===== config.mk =====
export PLATFORM = sky130hd
export DESIGN_NAME = jls_frame_feeder
export DESIGN_NICKNAME = d
export VERILOG_FILES = /design/src/rtl/jls_frame_feeder.sv
export SDC_FILE = /design/constraint.sdc
export NUM_CORES = 1
export LEC_CHECK = 0
export BUFFER_PORTS_ARGS = -buffer_cell sky130_fd_sc_hd__buf_2
export CAP_MARGIN = 15
export CORE_ASPECT_RATIO = 2
export CORE_MARGIN = 2
export CORE_UTILIZATION = 53
export DETAILED_ROUTE_END_ITERATION = 16
export PLACE_DENSITY = 0.74
export SETUP_SLACK_MARGIN = 0.2
export SYNTH_ARGS = -nofsm -noshare
export SYNTH_HDL_FRONTEND = slang
export SYNTH_SLANG_ARGS = --single-unit

===== constraint.sdc =====
create_clock -name clk -period 4.35 [get_ports clk]
set_input_delay 0.87 -clock clk [delete_from_list [all_inputs] [get_ports clk]]
set_output_delay 0.87 -clock clk [all_outputs]
set_load 0.02 [all_outputs]

===== src/rtl/jls_frame_feeder.sv =====
// jls_frame_feeder
// Pixel-stream front end for jls_encoder. Accepts an image header plus a
// valid/ready pixel stream and produces the encoder frame protocol: an o_sof
// preamble carrying the latched size, a pixel-enable stream with optional
// fixed or pseudo-random bubbles, and an all-zero inter-frame gap.
//
// Ports:
//   clk      clock
//   rstn     synchronous active-low reset
//   i_start  frame start request (sampled only while idle)
//   i_w/i_h  image width/height minus 1
//   i_bmode  bubble mode: 0/3 none, 1 fixed i_bnum, 2 random 0..i_bnum
//   i_bnum   bubble count or bound
//   s_valid/s_ready/s_data  source pixel stream
//   o_sof/o_w/o_h/o_e/o_x   encoder-facing frame protocol (registered)
//   o_busy   frame in progress, o_done end-of-gap pulse, o_err rejected start
module jls_frame_feeder #(
  parameter int          XW          = 8,
  parameter int          WW          = 14,
  parameter int          SOF_CYCLES  = 368,
  parameter int          IDLE_CYCLES = 16,
  parameter int          BW          = 4,
  parameter int          MIN_W       = 5,
  parameter logic [15:0] LFSR_SEED   = 16'hACE1
) (
  input  logic          clk,
  input  logic          rstn,
  input  logic          i_start,
  input  logic [WW-1:0] i_w,
  input  logic [WW-1:0] i_h,
  input  logic [1:0]    i_bmode,
  input  logic [BW-1:0] i_bnum,
  input  logic          s_valid,
  output logic          s_ready,
  input  logic [XW-1:0] s_data,
  output logic          o_sof,
  output logic [WW-1:0] o_w,
  output logic [WW-1:0] o_h,
  output logic          o_e,
  output logic [XW-1:0] o_x,
  output logic          o_busy,
  output logic          o_done,
  output logic          o_err
);

  // One shared counter serves the preamble, bubble and gap phases.
  localparam int CMAX0 = (SOF_CYCLES > IDLE_CYCLES) ? SOF_CYCLES : IDLE_CYCLES;
  localparam int CMAX  = (CMAX0 > (1 << BW)) ? CMAX0 : (1 << BW);
  localparam int CW    = $clog2(CMAX + 1);

  typedef enum logic [2:0] {
    ST_IDLE = 3'd0,
    ST_SOF  = 3'd1,
    ST_PIX  = 3'd2,
    ST_BUB  = 3'd3,
    ST_GAP  = 3'd4
  } state_t;

  // Fibonacci LFSR, taps 16,14,13,11.
  function automatic logic [15:0] f_lfsr_next(input logic [15:0] v);
    return {v[14:0], v[15] ^ v[13] ^ v[12] ^ v[10]};
  endfunction

  // Bubble count after an accepted pixel; random mode scales lfsr[7:0] into 0..bnum.
  function automatic logic [BW-1:0] f_bubbles(input logic [1:0] mode, input logic [BW-1:0] bnum,
                                              input logic [7:0] rnd);
    logic [BW-1:0] n;
    case (mode)
      2'd1:    n = bnum;
      2'd2:    n = BW'((((BW+9)'(rnd)) * ((BW+9)'(bnum) + (BW+9)'(1))) >> 8);
      default: n = '0;
    endcase
    return n;
  endfunction

  state_t        r_state, w_state_n;
  logic [CW-1:0] r_cnt, w_cnt_n;
  logic [WW-1:0] r_col, w_col_n, r_row, w_row_n;
  logic [WW-1:0] r_lw, w_lw_n, r_lh, w_lh_n;
  logic [1:0]    r_bmode, w_bmode_n;
  logic [BW-1:0] r_bnum, w_bnum_n;
  logic [15:0]   r_lfsr, w_lfsr_n;
  logic          r_sof, w_sof_n, r_e, w_e_n, r_busy, w_busy_n;
  logic          r_done, w_done_n, r_err, w_err_n, r_ready, w_ready_n;
  logic [WW-1:0] r_ow, w_ow_n, r_oh, w_oh_n;
  logic [XW-1:0] r_x, w_x_n;
  logic          w_hs, w_last, w_too_narrow;
  logic [BW-1:0] w_nbub;

  assign w_hs         = s_valid & r_ready;
  assign w_last       = (r_row == r_lh) && (r_col == r_lw);
  assign w_too_narrow = ({1'b0, i_w} + (WW+1)'(1)) < (WW+1)'(MIN_W);
  assign w_nbub       = f_bubbles(r_bmode, r_bnum, r_lfsr[7:0]);

  // Next-state and next-output logic.
  always_comb begin
    w_state_n = r_state;
    w_cnt_n   = r_cnt;
    w_col_n   = r_col;
    w_row_n   = r_row;
    w_lw_n    = r_lw;
    w_lh_n    = r_lh;
    w_bmode_n = r_bmode;
    w_bnum_n  = r_bnum;
    w_lfsr_n  = r_lfsr;
    w_sof_n   = 1'b0;
    w_ow_n    = '0;
    w_oh_n    = '0;
    w_e_n     = 1'b0;
    w_x_n     = '0;
    w_busy_n  = r_busy;
    w_done_n  = 1'b0;
    w_err_n   = 1'b0;
    w_ready_n = r_ready;

    case (r_state)
      ST_IDLE: begin
        w_busy_n  = 1'b0;
        w_ready_n = 1'b0;
        if (i_start) begin
          if (w_too_narrow) begin
            w_err_n = 1'b1;
          end else begin
            w_lw_n    = i_w;
            w_lh_n    = i_h;
            w_bmode_n = i_bmode;
            w_bnum_n  = i_bnum;
            w_col_n   = '0;
            w_row_n   = '0;
            w_cnt_n   = '0;
            w_state_n = ST_SOF;
            w_sof_n   = 1'b1;
            w_ow_n    = i_w;
            w_oh_n    = i_h;
            w_busy_n  = 1'b1;
            // With a one-cycle preamble the source is already ready in it.
            w_ready_n = (SOF_CYCLES == 1);
          end
        end else begin
          w_state_n = ST_IDLE;
        end
      end
      ST_SOF: begin
        if (r_cnt == CW'(SOF_CYCLES - 1)) begin
          w_state_n = ST_PIX;
          w_ready_n = 1'b1;
        end else begin
          w_cnt_n   = r_cnt + CW'(1);
          w_sof_n   = 1'b1;
          w_ow_n    = r_lw;
          w_oh_n    = r_lh;
          // Raise ready in the final preamble cycle so pixels follow with no gap.
          w_ready_n = ({1'b0, r_cnt} + (CW+1)'(2)) >= (CW+1)'(SOF_CYCLES);
        end
      end
      ST_PIX: begin
        w_ready_n = 1'b1;
      end
      ST_BUB: begin
        if (r_cnt <= CW'(1)) begin
          w_state_n = ST_PIX;
          w_ready_n = 1'b1;
        end else begin
          w_cnt_n = r_cnt - CW'(1);
        end
      end
      ST_GAP: begin
        w_ready_n = 1'b0;
        if (r_cnt == CW'(IDLE_CYCLES)) begin
          w_state_n = ST_IDLE;
          w_busy_n  = 1'b0;
        end else begin
          w_cnt_n  = r_cnt + CW'(1);
          w_done_n = (r_cnt == CW'(IDLE_CYCLES - 1));
        end
      end
      default: begin
        w_state_n = ST_IDLE;
        w_busy_n  = 1'b0;
        w_ready_n = 1'b0;
      end
    endcase

    // An accepted pixel overrides the phase decision above (it can land in
    // the last preamble cycle as well as in PIX).
    if (w_hs) begin
      w_e_n    = 1'b1;
      w_x_n    = s_data;
      w_lfsr_n = f_lfsr_next(r_lfsr);
      if (w_last) begin
        w_state_n = ST_GAP;
        w_cnt_n   = '0;
        w_ready_n = 1'b0;
      end else begin
        if (r_col == r_lw) begin
          w_col_n = '0;
          w_row_n = r_row + WW'(1);
        end else begin
          w_col_n = r_col + WW'(1);
        end
        if (w_nbub != '0) begin
          w_state_n = ST_BUB;
          w_cnt_n   = CW'(w_nbub);
          w_ready_n = 1'b0;
        end else begin
          w_state_n = ST_PIX;
          w_ready_n = 1'b1;
        end
      end
    end else begin
      w_e_n = 1'b0;
    end
  end

  // State and output registers with synchronous reset.
  always_ff @(posedge clk) begin
    if (!rstn) begin
      r_state <= ST_IDLE;
      r_cnt   <= '0;
      r_col   <= '0;
      r_row   <= '0;
      r_lw    <= '0;
      r_lh    <= '0;
      r_bmode <= 2'd0;
      r_bnum  <= '0;
      r_lfsr  <= LFSR_SEED;
      r_sof   <= 1'b0;
      r_ow    <= '0;
      r_oh    <= '0;
      r_e     <= 1'b0;
      r_x     <= '0;
      r_busy  <= 1'b0;
      r_done  <= 1'b0;
      r_err   <= 1'b0;
      r_ready <= 1'b0;
    end else begin
      r_state <= w_state_n;
      r_cnt   <= w_cnt_n;
      r_col   <= w_col_n;
      r_row   <= w_row_n;
      r_lw    <= w_lw_n;
      r_lh    <= w_lh_n;
      r_bmode <= w_bmode_n;
      r_bnum  <= w_bnum_n;
      r_lfsr  <= w_lfsr_n;
      r_sof   <= w_sof_n;
      r_ow    <= w_ow_n;
      r_oh    <= w_oh_n;
      r_e     <= w_e_n;
      r_x     <= w_x_n;
      r_busy  <= w_busy_n;
      r_done  <= w_done_n;
      r_err   <= w_err_n;
      r_ready <= w_ready_n;
    end
  end

  assign s_ready = r_ready;
  assign o_sof   = r_sof;
  assign o_w     = r_ow;
  assign o_h     = r_oh;
  assign o_e     = r_e;
  assign o_x     = r_x;
  assign o_busy  = r_busy;
  assign o_done  = r_done;
  assign o_err   = r_err;

endmodule


==> results.md <==
- Most frequent cell after synthesis: nand2_1
- CP max-delay cell: fa_1
- Startpoint type of the worst setup path: register
- Die Wd: 88.51 um
- Area share of the largest cell type after synthesis: 0.3491
- Gr usage total: 0.2721
- Fin crit share: 1.014
- Max Clock Skew: roughly 0.0090 ns
- EDFF count, synth: 0
- Layout area overhead: 22.45%
- Row count: approximately 60
- Final worst slack: -0.06123 ns
- DP Cell Count: approximately 1200
- Final Critical Period: 4.411 ns
- Vias: about 7000
- Final slew viol count: 0
- Yosys reg bits: approximately 130
- LEAKAGE: 3.904 nW
- GP Congestion: between 0.9 and 1
- Cell taking the most area after synthesis: dfxtp_1
- Clk buf depth: 2
- Diode count: 0
- CTS root buf: clkbuf_16
- Largest net degree at the start of global routing: a little under 80
- WL per Instance: 16.19 um
- DRC: 0
- Crit Reg-Reg Endpoint: r_cnt[5]$_SDFF_PN0_
- Post-synth ARST share: 0
- CP required: between 4 and 5 ns
- Prevailing post-synth register cell: dfxtp_1
- Routed WL: 19.96 mm
- Hold path start: r_lfsr[11]$_SDFFE_PN1P_
- RSZ-0062 raised after global routing: true
- Max VDD drop: 0.0003704 V
- Worst Setup EP: r_cnt[5]$_SDFF_PN0_
- Clock-pin slew on the worst setup and hold paths: ~0.060 ns
- Cell Area, Synth: 7570 um2
- Reg2reg setup slack: -0.06 ns
- Final setup violation count: 6
- Synth top area cells: dfxtp_1 (35%), nand2_1 (8.8%), ha_1 (5.0%)
- Failing checks: negative setup slack
- Finished Layout Cells: 1233
- Crit Path Category: reg2reg
- Stages on worst setup path: 20
- Initial Util: 0.5420
- Syn avg cell area: roughly 8 um2
- Worst-Skew Late Latency: 0.43 ns
- First-pass DRT Iterations: 5
- Worst r2r path cells: 20
- Vias in the first global route: 6922
- Core ar.: ~14000 um2
- Total Die Area: 15310 um2
- Via-per-instance ratio: between 5 and 6
- Final HPWL from detailed placement: about 14 mm
- Pwr Density: 383.0 nW/um2
- Slowest stage delay, CP: between 0.5 and 0.6 ns
- Crit path cell chain: ha_4 -> and3_4 -> buf_4 -> and2_1 -> fa_1 -> inv_1 -> fa_1 -> inv_1 -> ha_1 -> ha_4 -> a21oi_2 -> o21ai_2 -> a31oi_4 -> xor2_1 -> nor2_1 -> a211oi_2 -> a32oi_4 -> buf_12 -> buf_6 -> nor3_2
- First-pass GRT wire length: ~33 mm
- Most frequent cells after synthesis: nand2_1 (177), dfxtp_1 (132), a21oi_1 (68)
- Hold Crit Class: reg2reg
- Register area share after synthesis: 0.3491
- Total negative slack: -0.1975 ns
- Outcome: finished, violations left
- Initial antenna violation count: 0
- Slew at the pin closest to its max-slew limit: ~1.0 ns
- Initial drt markers: ~310
- Clock tree from TritonCTS: yes
- Hold buffers post-CTS: 0
- Fin nets: 1123
- CP Max Fanout: 5
- Share of cells above drive strength 1: 0.2165
- Synth Warn #: 0
- Post-Syn Instances: 936
- Final count of hold timing violations: 0
- Total CTS buffers: 17
- Max_slew headroom: 0.2975
- I/O pin cnt: 88
- Overall power: between 0.003 and 0.004 W
- ANT nets after route: 0
- Maximum capacitance violations: 0
- Crit end category: register
- Deepest level of the CTS H-tree: 4
- Worst R2R Start: r_bnum[1]$_SDFFE_PN0P_
- Remaining global-route overflow: 0
- CP startpoint: r_bnum[1]$_SDFFE_PN0P_
- Die height: about 170 um
- WP data arrival: around 4.8 ns
- Fmax: about 0.23 GHz
- Synth cell types: 77
- Crit path max-delay family: adder cells
- Clk sink count: roughly 130
- Port bufs: 87
- Worst Path Buf+Inv: 5
- Syn nets: ~1000
[cells by family after synthesis]
kind of cell	count (synthesis)	synth area share
muxes	3	0.004132
adders and majority gates	46	0.09190
AOI/OAI and AO/OA	231	0.2005
buffers and inverters	83	0.04810
xor gates and xnor gates	43	0.04975
DFF	132	0.3491
and+or+nand+nor	398	0.2565
[worst register-to-register path: cells and delay by family, from the launching register on]
family          cells  cell delay, ns
buf+inv             5            0.53
compound gates      5            0.91
flops               1            0.36
fa+ha+maj           5            1.85
xor+xnor            1            0.16
simple gates        4            0.57
[final cells by class]
type,instances,area (um2)
Clock buffer,20,456.7
Clock inverter,12,176.4
Tap cell,189,236.5
Fill cell,1233,4698
Sequential cell,132,2655
Inverter,36,135.1
Timing Repair Buffer,123,748.2
Multi-Input combinational cell,721,4861
[timing repair]
item / 4_1_cts / 5_1_grt
pin swaps: 23 / 7
setup buffers: 6 / 0
resized for setup: 25 / 4
endpoints found under the setup margin: 11 / 11
[worst min path at each step]
stage	to	slack (ns)	depth (start not counted)
global placement	r_lfsr[8]$_SDFFE_PN0P_	0.45	2
global route	r_lfsr[12]$_SDFFE_PN0P_	0.48	2
floorplan	r_lfsr[9]$_SDFFE_PN0P_	0.43	2
CTS	r_lfsr[12]$_SDFFE_PN0P_	0.46	2
detailed placement	r_lfsr[12]$_SDFFE_PN0P_	0.46	2
finish	r_lfsr[12]$_SDFFE_PN0P_	0.46	2
[per-layer routing]
layer / share of wire / track usage
met3: 0.040 / 0.04821
met5: 0 / 0
met1: 0.37 / 0.3030
met2: 0.55 / 0.4912
met4: 0.033 / 0.1111
[state kept, by name (all words and copies together) (netlist names)]
signal   cells
r_lfsr      16
o_h         14
o_w         14
r_col       14
r_lh        14
r_lw        14
r_row       14
r_cnt        9
o_x          8
r_bnum       4
r_state      3
r_bmode      2
o_busy       1
o_done       1
o_e          1
o_err        1
o_sof        1
s_ready      1
[layout by cell type, fill, tap and decap left out, types with 4 or more instances in the layout]
cell type / n
a21boi_0: 30
a21boi_1: 12
a21oi_1: 60
a21oi_2: 8
a31oi_1: 21
and2_1: 23
and2_2: 5
and3_1: 11
buf_2: 87
buf_4: 27
buf_6: 8
bufinv_16: 4
clkbuf_16: 17
dfxtp_1: 128
fa_1: 16
ha_1: 24
ha_4: 5
inv_1: 35
nand2_1: 174
nand2b_1: 10
nand3_1: 25
nand4_1: 11
nor2_1: 59
nor2b_1: 12
nor3_1: 9
nor3b_2: 5
nor4_1: 13
o211ai_1: 4
o21a_1: 7
o21ai_0: 41
or2_2: 5
or3_1: 6
xnor2_1: 8
xor2_1: 31
[metrics by stage]
step                instance area [um2]    util  setup WS, ns  hold slack, ns
finish                             9269  0.6636      -0.06123          0.4589
global route                       9269  0.6636       -0.2334          0.4818
CTS                                9244  0.6618      -0.08172          0.4639
detailed placement                 8461  0.6058       -0.1758          0.4552
global placement                   8461  0.6058      -0.07394          0.4461
floorplan                          7810       -        0.1082          0.4321
[where the power goes]
group / switching [W] / internal (W) / leakage (nW) / total [W]
clock network: 0.000552 / 0.000989 / 0.303 / 0.00154
logic: 0.000402 / 0.000279 / 2.52 / 0.000681
registers: 0.0000630 / 0.00126 / 1.08 / 0.00133
No activity file was read; power rests on OpenSTA's default activity.
